[config.mk]
export PLATFORM = sky130hd
export DESIGN_NAME = hazard_unit
export DESIGN_NICKNAME = d
export VERILOG_FILES = /design/src/rtl/hazard_unit_pkg.sv /design/src/rtl/hazard_unit_forward_sel.sv /design/src/rtl/hazard_unit.sv
export SDC_FILE = /design/constraint.sdc
export NUM_CORES = 1
export LEC_CHECK = 0
export BUFFER_PORTS_ARGS = -buffer_cell sky130_fd_sc_hd__buf_2
export CAP_MARGIN = 20
export CORE_MARGIN = 3
export CORE_UTILIZATION = 47
export CTS_BUF_LIST = sky130_fd_sc_hd__clkbuf_8 sky130_fd_sc_hd__clkbuf_16
export DETAILED_ROUTE_END_ITERATION = 12
export PLACE_DENSITY = 0.77
export SETUP_SLACK_MARGIN = 0.05
export SYNTH_ARGS = -nofsm -noshare
export SYNTH_HDL_FRONTEND = slang
export SYNTH_SLANG_ARGS = --single-unit
[constraint.sdc]
create_clock -name clk -period 2.63 [get_ports clk]
set_clock_uncertainty 0.15 [all_clocks]
set_input_delay 0.526 -clock clk [delete_from_list [all_inputs] [get_ports clk]]
set_output_delay 0.526 -clock clk [all_outputs]
set_load 0.1 [all_outputs]
[src/rtl/hazard_unit_pkg.sv]
// Shared types and constants for the pipeline hazard controller.
// Forwarding codes follow the EX operand mux input order: RF, W result, M ALU result.
package hazard_unit_pkg;

   localparam int REG_AW_DEF = 5;

   localparam logic [1:0] FWD_RF  = 2'b00;
   localparam logic [1:0] FWD_WB  = 2'b01;
   localparam logic [1:0] FWD_MEM = 2'b10;

   typedef enum logic [1:0] {
      ST_RUN  = 2'b00,
      ST_WAIT = 2'b01,
      ST_ERR  = 2'b10
   } state_t;

endpackage

[src/rtl/hazard_unit_forward_sel.sv]
// Priority compare for one EX operand: the M-stage result beats the W-stage
// result, and register x0 is never forwarded.
module forward_sel
   import hazard_unit_pkg::*;
#(
   parameter int REG_AW = REG_AW_DEF
) (
   input  logic [REG_AW-1:0] rs,
   input  logic [REG_AW-1:0] rdm,
   input  logic [REG_AW-1:0] rdw,
   input  logic              regwritem,
   input  logic              regwritew,
   output logic [1:0]        fwd
);

   logic hit_m;
   logic hit_w;

   assign hit_m = regwritem && (rdm != '0) && (rdm == rs);
   assign hit_w = regwritew && (rdw != '0) && (rdw == rs);

   always_comb begin
      fwd = FWD_RF;
      if (hit_m) begin
         fwd = FWD_MEM;
      end else if (hit_w) begin
         fwd = FWD_WB;
      end
   end

endmodule

[src/rtl/hazard_unit.sv]
// Hazard controller: operand forwarding selects, load-use / branch / memory-wait
// stall and flush controls, memory-wait timeout tracking and perf counters.
module hazard_unit
   import hazard_unit_pkg::*;
#(
   parameter int REG_AW      = REG_AW_DEF,
   parameter int TIMEOUT_CYC = 64,
   parameter int CNT_W       = 32
) (
   input  logic              clk,
   input  logic              rst,
   input  logic [REG_AW-1:0] Rs1D,
   input  logic [REG_AW-1:0] Rs2D,
   input  logic [REG_AW-1:0] Rs1E,
   input  logic [REG_AW-1:0] Rs2E,
   input  logic [REG_AW-1:0] RdE,
   input  logic [REG_AW-1:0] RdM,
   input  logic [REG_AW-1:0] RdW,
   input  logic              LoadE,
   input  logic              RegWriteM,
   input  logic              RegWriteW,
   input  logic              PCSrcE,
   input  logic              MemReqM,
   input  logic              MemReadyM,
   output logic [1:0]        ForwardAE,
   output logic [1:0]        ForwardBE,
   output logic              StallF,
   output logic              StallD,
   output logic              StallE,
   output logic              StallM,
   output logic              FlushD,
   output logic              FlushE,
   output logic              FlushW,
   output logic              MemErr,
   output logic [CNT_W-1:0]  StallCnt,
   output logic [CNT_W-1:0]  FlushCnt
);

   localparam int WCW = $clog2(TIMEOUT_CYC) + 1;
   localparam logic [WCW-1:0] WAIT_LAST = WCW'(TIMEOUT_CYC - 1);

   state_t            state_reg, state_next;
   logic [WCW-1:0]    wait_cnt_reg, wait_cnt_next;
   logic [CNT_W-1:0]  stall_cnt_reg, stall_cnt_next;
   logic [CNT_W-1:0]  flush_cnt_reg, flush_cnt_next;

   logic              err;
   logic              mem_stall;
   logic              ld_stall;
   logic              any_stall;
   logic              flush_evt;

   logic [REG_AW-1:0] rs_e [2];
   logic [1:0]        fwd  [2];

   assign rs_e[0] = Rs1E;
   assign rs_e[1] = Rs2E;

   generate
      for (genvar gi = 0; gi < 2; gi++) begin : g_fwd
         forward_sel #(
            .REG_AW (REG_AW)
         ) u_forward_sel (
            .rs        (rs_e[gi]),
            .rdm       (RdM),
            .rdw       (RdW),
            .regwritem (RegWriteM),
            .regwritew (RegWriteW),
            .fwd       (fwd[gi])
         );
      end
   endgenerate

   assign err       = (state_reg == ST_ERR);
   assign mem_stall = MemReqM && !MemReadyM;
   assign ld_stall  = LoadE && (RdE != '0) && ((RdE == Rs1D) || (RdE == Rs2D));

   // Memory wait holds E, so branch/load-use decisions are simply re-made after release.
   always_comb begin
      ForwardAE = fwd[0];
      ForwardBE = fwd[1];
      StallF    = mem_stall || ld_stall;
      StallD    = mem_stall || ld_stall;
      StallE    = mem_stall;
      StallM    = mem_stall;
      FlushD    = !mem_stall && PCSrcE;
      FlushE    = !mem_stall && (PCSrcE || ld_stall);
      FlushW    = mem_stall;
      if (err) begin
         ForwardAE = FWD_RF;
         ForwardBE = FWD_RF;
         StallF    = 1'b1;
         StallD    = 1'b1;
         StallE    = 1'b1;
         StallM    = 1'b1;
         FlushD    = 1'b0;
         FlushE    = 1'b0;
         FlushW    = 1'b0;
      end
   end

   assign MemErr   = err;
   assign StallCnt = stall_cnt_reg;
   assign FlushCnt = flush_cnt_reg;

   always_comb begin
      state_next    = state_reg;
      wait_cnt_next = wait_cnt_reg;
      case (state_reg)
         ST_RUN: begin
            if (mem_stall) begin
               state_next    = ST_WAIT;
               wait_cnt_next = WCW'(1);
            end
         end
         ST_WAIT: begin
            if (!mem_stall) begin
               state_next    = ST_RUN;
               wait_cnt_next = '0;
            end else if (wait_cnt_reg == WAIT_LAST) begin
               state_next    = ST_ERR;
            end else begin
               wait_cnt_next = wait_cnt_reg + WCW'(1);
            end
         end
         ST_ERR: begin
            state_next = ST_ERR;
         end
         default: begin
            state_next    = ST_RUN;
            wait_cnt_next = '0;
         end
      endcase
   end

   // Counters freeze in ERR and stick at all-ones instead of wrapping.
   assign any_stall = StallF || StallD || StallE || StallM;
   assign flush_evt = PCSrcE && !mem_stall && !err;

   always_comb begin
      stall_cnt_next = stall_cnt_reg;
      flush_cnt_next = flush_cnt_reg;
      if (!err && any_stall && !(&stall_cnt_reg)) begin
         stall_cnt_next = stall_cnt_reg + CNT_W'(1);
      end
      if (flush_evt && !(&flush_cnt_reg)) begin
         flush_cnt_next = flush_cnt_reg + CNT_W'(1);
      end
   end

   always_ff @(posedge clk or posedge rst) begin
      if (rst) begin
         state_reg     <= ST_RUN;
         wait_cnt_reg  <= '0;
         stall_cnt_reg <= '0;
         flush_cnt_reg <= '0;
      end else begin
         state_reg     <= state_next;
         wait_cnt_reg  <= wait_cnt_next;
         stall_cnt_reg <= stall_cnt_next;
         flush_cnt_reg <= flush_cnt_next;
      end
   end

endmodule

==> results <==
- The predominant post-synthesis flop cell is sky130_fd_sc_hd__dfrtp_1.
- The accumulated negative setup slack is -0.0979 ns.
- The worst setup path is launched from a primary input.
- Dividing the detail-routed wire length by the instance count gives ~15 um.
- The final weighted congestion in routability-driven placement is 0.896.
- Measured against its own limit, the worst slew margin works out to 0.511.
- The worst setup timing slack at the placement stage is -0.192 ns.
- The initial core utilization is 0.485.
- Setup violations remaining at the end of the flow were counted as 2.
- At the later pin of the worst-skew pair, clock insertion delay measures 0.35 ns.
- The total global-route track usage is 0.216.
- In the finished design, the share of the clock period the worst path needs comes to 1.02.
- Summing every instance area after synthesis gives 4000 um2.
- In this run, synthesis inferred 0 flip-flops with an integrated enable.
- The antenna diode count is 0.
- The leakage power summed over all cells is 2.60 nW.
- After detailed routing, the number of vias per cell comes to 5.38.
- The maximum count of clock buffers along a single path is 2.
- The cell at the slowest stage of the critical path is sky130_fd_sc_hd__or4_4.
- The initial antenna violation count is 0.
- The critical path goes through buf_2, or4_4, o21ai_4, nor3_2, nor4_4, buf_12.
- The die is slightly below 100 um wide.
- For this design the ratio of total power to cell area is 646 nW/um2.
- The wire length of the first global-routing pass is 17000 um.
- The share of cells above drive strength 1 is 0.427.
- The placeable core region is between 8000 and 9000 um2.
- At the worst endpoint, the required time is between 1.5 and 2 ns.
- The max capacitance violation total is 0.
- When the netlist entered floorplanning its net count stood at between 400 and 500.
- The root buffer selected by CTS is sky130_fd_sc_hd__clkbuf_8.
- The final hold violation count came to 0.
- The largest net degree at the start of global routing is 35.
- The number of vias after detailed routing is 3653.
- The instance count after placement with tap cells included is 652.
- The final core utilization is 0.670.
- In this run, distinct cell masters in the synthesized netlist total 44.
- The placed wire-length estimate is 7860 um.
- The clock buffer count from CTS is 9.
- The mean instance size in the synthesized netlist is 9.88 um2.
- The number of buffers and inverters on the critical path is 2.
- Data arrives at the worst endpoint at 2.00 ns.
- Leaving out filler cells and counting taps, the final layout contains 679.
- The placed cell area is 5200 um2.
- From bottom edge to top edge, the die measures 98.3 um.
- Yosys attributes the largest share of cell area to sky130_fd_sc_hd__dfrtp_1 (46%), sky130_fd_sc_hd__xnor2_1 (10%), sky130_fd_sc_hd__xor2_1 (10%).
- The setup slack of the critical path after layout is -0.0490 ns.
- For this run, the detailed router's first-pass iteration total came to 4.
- The total DRC errors in the routed layout is 0.
- The path class of the tightest hold or removal check is in2async.
- In this design, the stage delay of the slowest critical-path cell is 0.54 ns.
- The largest total area in the synthesized netlist belongs to sky130_fd_sc_hd__dfrtp_1.
- The detailed router finished its first iteration with between 100 and 150 violations.
- The critical path's top delay family is simple AND/OR/NAND/NOR gates.
- CTS built an H-tree with a depth of 3.
- The post-layout minimum cycle time is 2.68 ns.
- After synthesis the netlist holds a flip-flop and latch count of 73.
- The synthesis warning total is 0.
- The total number of placement rows is 33.
- TritonCTS built the clock tree.
- The count of pins on the block boundary is 119.
- With fillers left out, the area of the finished cells amounts to between 5000 and 6000 um2.
- The largest fanout of any net on the critical path is 4.
- The flow ran to the end, but the final reports show violations.
- The count of nets after finishing is roughly 620.
- Buffers inserted to repair hold after CTS numbered 0.
- The cell count after synthesis is ~410.
- The tree built by TritonCTS fans out to 73 sinks.
- The final-report max-slew violation count is 0.
- The worst setup path is of the in2out kind.
- The clock slew seen by the registers of the worst setup and hold paths is 0.08 ns.
- For this run the aggregate overflow at the end of global routing stands at 0.
- Setup repair after global routing could not meet its margin everywhere.
- Compared with the post-synthesis result, the final layout area differs by 38.4%.
- The via count of the first global-routing pass is 3617.
- The pin slew with the least headroom to its limit is ~0.73 ns.
- The count of antenna-violating nets left after detailed routing is 0.
- The count of buffers inserted at the top-level ports is about 120.
- The final reports fail on setup timing.
- The maximum clock frequency is 373 MHz.
- STA classifies the critical path endpoint as a primary output.
- The count of fill cells added during filler insertion is ~660.
- The die outline area is around 9700 um2.
- The share of synthesized area in the top cell type comes to 0.457.
- The worst-case IR drop observed on VDD is 429 uV.
- For this run, the register share of the synthesized area comes to 0.457.
- The routed design has 10200 um of wire.
- For this run, asynchronously set or reset flops after synthesis account for 1.00.
## cells in the mapped netlist, drive strengths merged (2+ instances only)
master,count
xnor2,48
nor3b,2
a211oi,2
inv,11
and2,8
mux2,3
and3,6
o211ai,2
o21bai,2
nor4,21
nand3,28
nand2b,3
nand2,38
clkbuf,3
buf,6
ha,3
and4,7
xor2,47
o21ai,6
a21oi,3
o21a,3
nand4,18
nor2,28
dfrtp,73
or4,6
nor3,17
## timing repair
| action | in CTS | in global routing |
|---|---|---|
| resized for setup | 12 | 4 |
| setup endpoints to repair | 11 | 12 |
| buffers inserted | 8 | 3 |
| pin swaps | 4 | 5 |
## path summary, 6_finish.rpt
check                                  start      endpoint  slack, ns  cells past startpoint
worst min register to register  StallCnt[19]  StallCnt[19]       0.32                      1
min in group clk                StallCnt[19]  StallCnt[19]       0.32                      1
max in group asynchronous                rst  StallCnt[17]       1.54                      3
worst min-delay path                     rst  FlushCnt[23]       0.14                      2
worst max register to register   StallCnt[1]  StallCnt[10]       0.13                      7
worst max-delay path                  RdM[0]  ForwardBE[0]      -0.05                      6
## cell families after synthesis
| family | after synthesis | synth area share |
|---|---|---|
| adder cells (fa/ha/maj) | 3 | 0.00938 |
| multiplexers | 3 | 0.00844 |
| flip-flops | 73 | 0.457 |
| AO/OA/AOI/OAI | 23 | 0.0400 |
| XOR/XNOR | 95 | 0.210 |
| buffers and inverters | 20 | 0.0234 |
| AND/OR/NAND/NOR | 188 | 0.252 |
## per-stage QoR
| stage | hold slack (ns) | total power [mW] |
|---|---|---|
| after CTS | 0.160 | 3.59 |
| after global routing | 0.196 | 3.73 |
| after floorplan | 0.309 | 2.39 |
| final | 0.142 | 3.58 |
| after global placement | 0.306 | 2.67 |
| after detailed placement | 0.311 | 2.70 |
## report_power, final
part | leakage [nW] | total, mW | internal, mW | switching [mW]
Sequential | 0.922 | 1.36 | 1.24 | 0.127
Clock | 0.0995 | 0.877 | 0.457 | 0.420
Combinational | 1.58 | 1.34 | 0.307 | 1.03
## cell type report
class / instances / area [um2] / share of cell area
Clock buffer: 10 / 138 / 0.0249
Clock inverter: 6 / 58.8 / 0.0106
Inverter: 11 / 52.6 / 0.00949
Multi-Input combinational cell: 312 / 2240 / 0.404
Sequential cell: 73 / 1870 / 0.337
Tap cell: 105 / 131 / 0.0237
Timing Repair Buffer: 162 / 1050 / 0.190
## placed cells by master, fill, tap and decap left out, types with 6 or more instances in the layout
cell type,synthesis,layout
sky130_fd_sc_hd__nor4_1,21,15
sky130_fd_sc_hd__nand3_1,27,27
sky130_fd_sc_hd__nand2_1,38,38
sky130_fd_sc_hd__and4_1,7,7
sky130_fd_sc_hd__nor3_1,17,14
sky130_fd_sc_hd__xor2_1,47,47
sky130_fd_sc_hd__buf_2,3,108
sky130_fd_sc_hd__inv_1,11,8
sky130_fd_sc_hd__buf_12,0,8
sky130_fd_sc_hd__clkbuf_8,0,10
sky130_fd_sc_hd__and2_1,8,8
sky130_fd_sc_hd__nand4_1,18,18
sky130_fd_sc_hd__buf_4,2,45
sky130_fd_sc_hd__dfrtp_1,73,40
sky130_fd_sc_hd__nor2_1,28,25
sky130_fd_sc_hd__and3_1,6,6
sky130_fd_sc_hd__xnor2_1,47,47
sky130_fd_sc_hd__dfrtp_2,0,33
## layer usage
layer	GRT usage	vias to the layer above	wire, um
li1	-	1750	-
met1	0.271	1759	4220
met2	0.362	120	5100
met3	0.0579	24	671
met4	0.0714	0	212
met5	0	-	0
No activity file was read; power rests on OpenSTA's default activity.
